--- src/rtl/exception_sequencer.sv ---
// exception_sequencer: stacks PC/PSW and loads the handler on interrupt entry,
// and unstacks PSW/PC on RETI, using a req/ack memory handshake and the status
// register's full-word write port.
module exception_sequencer #(
    parameter int              WORD     = 16,
    parameter int              FLAGS    = 4,
    parameter int              PLVLS    = 8,
    parameter int              VECTORS  = 16,
    parameter logic [WORD-1:0] VEC_BASE = 16'hFFC0,
    localparam int             PRIVW    = $clog2(PLVLS),
    localparam int             VECW     = $clog2(VECTORS)
) (
    input  logic              clk_i,
    input  logic              rst_i,
    input  logic              irq_i,
    input  logic [VECW-1:0]   irqVec_i,
    input  logic [PRIVW-1:0]  irqPriv_i,
    output logic              irqAck_o,
    input  logic              reti_i,
    output logic              busy_o,
    output logic              done_o,
    input  logic [WORD-1:0]   psw_i,
    input  logic [WORD-1:0]   pc_i,
    input  logic [WORD-1:0]   sp_i,
    output logic              memReq_o,
    output logic              memWr_o,
    output logic [WORD-1:0]   memAddr_o,
    output logic [WORD-1:0]   memWData_o,
    input  logic [WORD-1:0]   memRData_i,
    input  logic              memAck_i,
    output logic              pswWrEn_o,
    output logic [WORD/8-1:0] pswWrMode_o,
    output logic [WORD-1:0]   pswData_o,
    output logic              pcLd_o,
    output logic [WORD-1:0]   pcData_o,
    output logic              spLd_o,
    output logic [WORD-1:0]   spData_o
);

    localparam logic [2:0] S_IDLE     = 3'd0;
    localparam logic [2:0] S_PUSH_PC  = 3'd1;
    localparam logic [2:0] S_PUSH_PSW = 3'd2;
    localparam logic [2:0] S_VEC_RD   = 3'd3;
    localparam logic [2:0] S_POP_PSW  = 3'd4;
    localparam logic [2:0] S_POP_PC   = 3'd5;
    localparam logic [2:0] S_LOAD     = 3'd6;

    localparam int IE_BIT = FLAGS + 1;

    logic [2:0]       state_q;
    logic             entry_q;    // 1 = interrupt entry, 0 = RETI
    logic [WORD-1:0]  pc_q;
    logic [WORD-1:0]  sp_q;
    logic [WORD-1:0]  psw_q;
    logic [VECW-1:0]  vec_q;
    logic [PRIVW-1:0] priv_q;
    logic [WORD-1:0]  rd_psw_q;   // PSW popped on RETI
    logic [WORD-1:0]  rd_pc_q;    // handler address or popped PC

    logic             accept;
    logic [WORD-1:0]  vec_addr;
    logic [WORD-1:0]  new_psw;

    // Acceptance of an interrupt: only from IDLE, RETI wins, IE must be set.
    assign accept   = !rst_i && (state_q == S_IDLE) && !reti_i && irq_i && psw_i[IE_BIT];
    assign irqAck_o = accept;
    assign busy_o   = (state_q != S_IDLE);
    assign vec_addr = VEC_BASE + WORD'({vec_q, 1'b0});

    // Handler PSW: new privilege, previous privilege saved, IE/SLP/reserved cleared.
    always_comb begin
        new_psw                          = '0;
        new_psw[WORD-1 -: PRIVW]         = priv_q;
        new_psw[WORD-PRIVW-1 -: PRIVW]   = psw_q[WORD-1 -: PRIVW];
        new_psw[FLAGS-1:0]               = psw_q[FLAGS-1:0];
    end

    // State register and latched context; advances on memory ack.
    always_ff @(posedge clk_i) begin
        // NOTE: synchronous reset also clears the latched context so no stale
        // PC/SP/PSW can leak into a later sequence.
        if (rst_i) begin
            state_q  <= S_IDLE;
            entry_q  <= 1'b0;
            pc_q     <= '0;
            sp_q     <= '0;
            psw_q    <= '0;
            vec_q    <= '0;
            priv_q   <= '0;
            rd_psw_q <= '0;
            rd_pc_q  <= '0;
        end else begin
            // NOTE: non-blocking assignments so every register samples
            // pre-edge values, independent of statement order.
            case (state_q)
                S_IDLE: begin
                    if (reti_i) begin
                        entry_q <= 1'b0;
                        sp_q    <= sp_i;
                        state_q <= S_POP_PSW;
                    end else if (accept) begin
                        entry_q <= 1'b1;
                        pc_q    <= pc_i;
                        sp_q    <= sp_i;
                        psw_q   <= psw_i;
                        vec_q   <= irqVec_i;
                        priv_q  <= irqPriv_i;
                        state_q <= S_PUSH_PC;
                    end
                end
                S_PUSH_PC:  if (memAck_i) state_q <= S_PUSH_PSW;
                S_PUSH_PSW: if (memAck_i) state_q <= S_VEC_RD;
                S_VEC_RD: begin
                    if (memAck_i) begin
                        rd_pc_q <= memRData_i;
                        state_q <= S_LOAD;
                    end
                end
                S_POP_PSW: begin
                    if (memAck_i) begin
                        rd_psw_q <= memRData_i;
                        state_q  <= S_POP_PC;
                    end
                end
                S_POP_PC: begin
                    if (memAck_i) begin
                        rd_pc_q <= memRData_i;
                        state_q <= S_LOAD;
                    end
                end
                S_LOAD:  state_q <= S_IDLE;
                default: state_q <= S_IDLE;
            endcase
        end
    end

    // Output decode: memory access per state, register loads only in LOAD.
    always_comb begin
        // NOTE: every output gets a default first so no latch is inferred and
        // idle outputs read as zero.
        memReq_o    = 1'b0;
        memWr_o     = 1'b0;
        memAddr_o   = '0;
        memWData_o  = '0;
        pswWrEn_o   = 1'b0;
        pswWrMode_o = '0;
        pswData_o   = '0;
        pcLd_o      = 1'b0;
        pcData_o    = '0;
        spLd_o      = 1'b0;
        spData_o    = '0;
        done_o      = 1'b0;
        case (state_q)
            S_PUSH_PC: begin
                memReq_o   = 1'b1;
                memWr_o    = 1'b1;
                memAddr_o  = sp_q - WORD'(2);
                memWData_o = pc_q;
            end
            S_PUSH_PSW: begin
                memReq_o   = 1'b1;
                memWr_o    = 1'b1;
                memAddr_o  = sp_q - WORD'(4);
                memWData_o = psw_q;
            end
            S_VEC_RD: begin
                memReq_o  = 1'b1;
                memAddr_o = vec_addr;
            end
            S_POP_PSW: begin
                memReq_o  = 1'b1;
                memAddr_o = sp_q;
            end
            S_POP_PC: begin
                memReq_o  = 1'b1;
                memAddr_o = sp_q + WORD'(2);
            end
            S_LOAD: begin
                done_o      = 1'b1;
                pswWrEn_o   = 1'b1;
                pswWrMode_o = '1;
                pswData_o   = entry_q ? new_psw : rd_psw_q;
                pcLd_o      = 1'b1;
                pcData_o    = rd_pc_q;
                spLd_o      = 1'b1;
                spData_o    = entry_q ? (sp_q - WORD'(4)) : (sp_q + WORD'(4));
            end
            default: ;
        endcase
    end

endmodule

--- config.mk ---
export PLATFORM = sky130hd
export DESIGN_NAME = exception_sequencer
export DESIGN_NICKNAME = d
export VERILOG_FILES = /design/src/rtl/exception_sequencer.sv
export SDC_FILE = /design/constraint.sdc
export NUM_CORES = 1
export LEC_CHECK = 0
export ABC_AREA = 1
export CAP_MARGIN = 20
export CORE_AREA = 8 8 128 130
export DETAILED_ROUTE_END_ITERATION = 10
export DIE_AREA = 0 0 136 138
export PLACE_DENSITY = 0.7
export REMOVE_ABC_BUFFERS = 1
export SLEW_MARGIN = 25
export SYNTH_ARGS = -nofsm -noshare
export SYNTH_HDL_FRONTEND = slang
export SYNTH_SLANG_ARGS = --single-unit
export TNS_END_PERCENT = 50
--- constraint.sdc ---
create_clock -name clk_i -period 3.25 [get_ports clk_i]
set_clock_uncertainty 0.1 [all_clocks]
set_input_delay 0.8125 -clock clk_i [delete_from_list [all_inputs] [get_ports clk_i]]
set_output_delay 0.8125 -clock clk_i [all_outputs]
set_load 0.005 [all_outputs]
; ---- Word-level counts from Yosys, hierarchy flattened
; Cells that the tools add are included.
[classes]
addsub = 5
eq_ne = 11
muxes = 22
bitwise_logic = 1
n_reduce_logical = 17
[op_table]
columns = operator, count
row1 = $mux W16, 7
row2 = $pmux W16 S5, 1
row3 = $pmux W16 S2, 1
row4 = $mux W3, 6
row5 = $add A16 B2 Y16 const B, 1
row6 = $add A16 B3 Y16 const B, 1
row7 = $sub A16 B2 Y16 const B, 1
row8 = $sub A16 B3 Y16 const B, 1
row9 = $pmux W3 S5, 1
row10 = $eq A3 B3 Y1 const B, 3
row11 = $add A7 B6 Y8 const A, 1
row12 = $eq A3 B2 Y1 const B, 2
row13 = $ne A2 B2 Y1 const B, 3
row14 = $reduce_and A2 Y1, 3
row15 = $mux W1, 5
row16 = $reduce_and A5 Y1, 1
row17 = $reduce_or A5 Y1, 1
row18 = $logic_and A1 B1 Y1, 4
row19 = $reduce_or A2 Y1, 2
row20 = $eq A3 B1 Y1 const B, 1
row21 = $logic_not A3 Y1, 1
row22 = $ne A3 B3 Y1 const B, 1
row23 = $reduce_and A3 Y1, 1
row24 = $reduce_bool A3 Y1, 1
row25 = 5 further kinds, 6
[totals]
register_bits = 91
inputBits = 76
out_inout_bits = 90
wordCells = 65

; ---- Logic depth before layout (Yosys ltp)
; Gate-level depths: netlist of run 1.
[logic_depth]
depth_word = 8
mapped_depth = 13
mapped_depth_nobuf = 13

; ---- Worst setup path before layout of run 1
; No wires, ideal clock.
[synth_path]
path_kind = register to output
from = reg state_q[0]
to = out memAddr_o[7]
t_arrival_ps = 1965
path_slack_ps = 372
stages_incl_launch_ff = 12
path_cell_list = dfxtp_1 inv_2 nor2_4 nand2_2 ha_1 nand2_1 inv_1 nand2_1 nand3_1 or2_2 nand3_1 nand3b_1
[synth_via]
elab_chain_len = 2
[synth_lines]
columns = element, line
row1 = start: declaration, 50  ; logic [2:0] state_q;
row2 = start signal: assignment, 83  ; state_q <= S_IDLE;
row3 = start signal: assignment, 100  ; state_q <= S_POP_PSW;
row4 = start signal: assignment, 108  ; state_q <= S_PUSH_PC;
row5 = "$eq A3 B3 Y1, or another cell as far along", 153  ; case (state_q)
row6 = $pmux W16 S5 (*), 153
row7 = end: declaration, 27  ; output logic [WORD-1:0] memAddr_o,
; Every way passes the cells marked *; elsewhere a longest branch is shown, timed or not.

; ---- Final worst setup path of run 1
[layout_path]
from = reg state_q[0]
to = out memAddr_o[14]
; The elaborated chain is that of the path after synthesis.

==> reports/qor.yml, run 1 <==
clock_tree:
  clkTransAtPathRegs_ns: 0.07
  h-tree-depth: 3
  cts_hold_buf: 0
  tritoncts: "built"
  clk_latency_ns: 0.33
  clk_path_buf_depth: 2
  root_buffer: "clkbuf_16"
  cts_buffers: 9
  clock_sinks: 91
final_layout:
  diodes: 0
  drive_gt1_frac: 0.185
  final-instance-count-excl-fill: 1290
  areaGrowthSynthToFinish_pct: 51.5
  fill_cells: 1351
  layout.nets: 1195
min_path:
  holdPathStages: 2
  worstHoldStart: "rd_psw_q[15]"
  holdCritPathClass: "reg2reg"
  hold_end: "rd_psw_q[15]"
pwr:
  powerDensity_mw_per_mm2: 812
  p_total_mw: 7.03
  total_leakage_power_nw: 3.61
  vdd_drop_max_mv: 0.286
critical_path:
  rr_startpoint: "state_q[0]"
  rrSetupSlack_ns: 1.28
  criticalPathCategory: "reg2out"
  crit_path_frequent_cell: "nand2_1"
  crit_family: "simple AND/OR/NAND/NOR gates"
  arrival_ns: 2.36
  worstPathRequired_ns: 2.34
  start_kind: "flip-flop"
  critPathMaxFanout: 6
  reg2reg_depth: 9
  crit_buf_inv: 4
  slowest_stage: "dfxtp_2"
  path_cells: "inv_2 > nor2_4 > nand2_4 > buf_4 > ha_4 > nand2_4 > nor2_1 > nand2_1 > nand3_4 > buf_4 > nand2_1 > nand3_1 > nand3_1 > nand2_1 > clkbuf_2"
  cp_slowest_stage_delay_ns: 0.33
  critPathCaptureType: "output pin"
  rr_endpoint: "rd_psw_q[0]"
global_route:
  grt-ovfl-total: 0
  grt_max_degree: 89
  first_global_vias: 6154
  antenna_found_initial: 1
  grt_first_pass_wirelength_um: 31400
  grtUsageTotal: 0.208
floorplanning:
  die-area_sq_mm: 0.0188
  rows: 44
  die_x_um: 136
  ioPinCount: 166
  core_area_sq_mm: 0.0143
  dieHeight_um: 138
  start_util: 0.399
detailed_routing:
  vias: 6552
  drt_iter0_drc: 368
  routed_wl_um: 20800
  ant_nets: 0
  drt_first_pass_iters: 5
  viasPerCell: 5.08
  wl_per_cell_um: 16.1
  drc: 0
synth:
  synthTopCellsByArea: "dfxtp_1 32%, nand2_1 13%, inv_1 9.7%"
  syn_area_sq_mm: 0.00572
  yosysUniqueCellTypes: 36
  ys_seq_elements: 91
  avgSynthCellArea_sq_um: 6.22
  ys_warn_count: 0
  syn_inst: 919
  yosys.area.top_type: "dfxtp_1"
  synth_top_area_frac: 0.319
  ys_seq_area_frac: 0.319
timing:
  slew_violations: 0
  rsz0062_at_grt: "true"
  worst_slew_pin_slew_ns: 0.755
  min_period_ns: 3.27
  fin_crit_sh: 1.01
  setup_viol: 2
  timing.final.hold_violations: 0
  fmax_mhz: 305
  slew_headroom: 0.496
  setup_slack_ns: -0.0245
place:
  place.gp.congestion: 0.890
  hpwl_um: 14700
  dp.cells: 1254
  numPortBuffers: 165
outcome:
  status: "finished with violations"
  violations: "setup timing"
run:
  maxCapViolCount: 0
[cells by family after synthesis]
kind of cell             share of synthesized area
AO/OA/AOI/OAI                                0.226
XOR/XNOR                                    0.0123
buffers and inverters                        0.145
AND/OR/NAND/NOR                              0.258
flip-flops                                   0.319
adder cells (fa/ha/maj)                     0.0407
[layout by cell type, fill, tap and decap left out, types with 8 or more instances in the layout]
| master | instances |
|---|---|
| nand2_1 | 165 |
| clkdlybuf4s50_1 | 147 |
| inv_1 | 142 |
| o21ai_0 | 103 |
| a21oi_1 | 97 |
| dfxtp_1 | 80 |
| nor2_1 | 53 |
| buf_4 | 44 |
| nand3_1 | 43 |
| nand2_2 | 26 |
| inv_2 | 16 |
| o22ai_1 | 16 |
| ha_4 | 16 |
| nor2_2 | 12 |
| nor2_4 | 10 |
| o21ai_1 | 10 |
| clkbuf_16 | 9 |
| dfxtp_2 | 9 |
| nand4_1 | 8 |
[cells in the mapped netlist, drive strengths merged]
master	number
inv	159
ha	17
o2111ai	1
nor2	75
o21ai	114
o211ai	2
nor3	8
a211oi	1
a21oi	103
nand4	8
nand3	53
o21bai	3
clkbuf	24
xnor2	3
or2	3
o22ai	16
nand2	198
xor2	5
fa	1
clkinv	2
a31oi	2
o221ai	3
a22oi	1
buf	23
dfxtp	91
nand3b	3
[worst max path at each step]
stage | startpoint | cells past startpoint | end | slack [ns]
after detailed placement | state_q[0] | 13 | memAddr_o[7] | 0.02
after CTS | state_q[0] | 16 | memAddr_o[14] | -0.07
after global routing | state_q[0] | 15 | memAddr_o[14] | -0.16
final | state_q[0] | 15 | memAddr_o[14] | -0.02
after floorplan | rst_i | 3 | irqAck_o | -0.05
after global placement | state_q[0] | 12 | memAddr_o[12] | 0.07
[metrics by stage]
step	worst slack [ns]	TNS [ns]	util	hold WS (ns)	cell area, sq um
final	-0.0245	-0.0383	0.605	0.348	8660
after global routing	-0.155	-0.604	0.605	0.368	8660
after CTS	-0.0710	-0.101	0.578	0.350	8280
after detailed placement	0.0151	0	0.535	0.339	7660
after global placement	0.0747	0	0.535	0.337	7660
after floorplan	-0.0522	-0.0522	-	0.326	5490
[routing by layer]
metal / up-vias / global-route usage / routed length, um
met2: 200 / 0.338 / 9790
met1: 3002 / 0.244 / 8540
met4: 2 / 0.0654 / 370
li1: 3319 / - / -
met5: - / 0 / 10
met3: 29 / 0.0844 / 2050
[report_power, final]
part           switching, mW  total (mW)  internal [mW]
logic                   2.60        4.46           1.86
registers              0.193        1.51           1.32
clock network          0.463        1.06          0.599
total                   3.26        7.03           3.77
[layout make-up]
type / count / area (sq um) / area share
Multi-Input combinational cell: 620 / 3600 / 0.415
Timing Repair Buffer: 218 / 2090 / 0.242
Sequential cell: 91 / 1840 / 0.212
Inverter: 161 / 612 / 0.0706
Tap cell: 184 / 230 / 0.0266
Clock buffer: 10 / 229 / 0.0264
Clock inverter: 6 / 62.6 / 0.00722
[worst min-delay path, stage by stage, from the launching register on]
cell and delay (ns):
dfxtp_1 0.30, inv_1 0.05, a21oi_1 0.05
[state kept, by name (all words and copies together) (netlist names)]
name and flops:
entry_q 1, pc_q 16, priv_q 3, psw_q 16, rd_pc_q 16, rd_psw_q 16, sp_q 16, state_q 3
vec_q 4
[what timing repair did]
action / in CTS / in global routing
setup buffers: 3 / 16
endpoints found under the hold margin: 0 / 0
pin swaps: 7 / 32
resized for setup: 75 / 100
cloned: 1 / 0
endpoints found under the setup margin: 24 / 46
No activity file was read; power rests on OpenSTA's default activity.
==> inputs of run 2 (changes only) <==
--- a/config.mk
+++ b/config.mk
@@ -6,7 +6,7 @@
 export NUM_CORES = 1
 export LEC_CHECK = 0
 export ABC_AREA = 1
-export CAP_MARGIN = 20
+export CAP_MARGIN = 15
 export CORE_AREA = 8 8 128 130
 export DETAILED_ROUTE_END_ITERATION = 10
 export DIE_AREA = 0 0 136 138
==> results of run 2 <==
The final DEF is identical to that of run 1; final timing and power are the same.
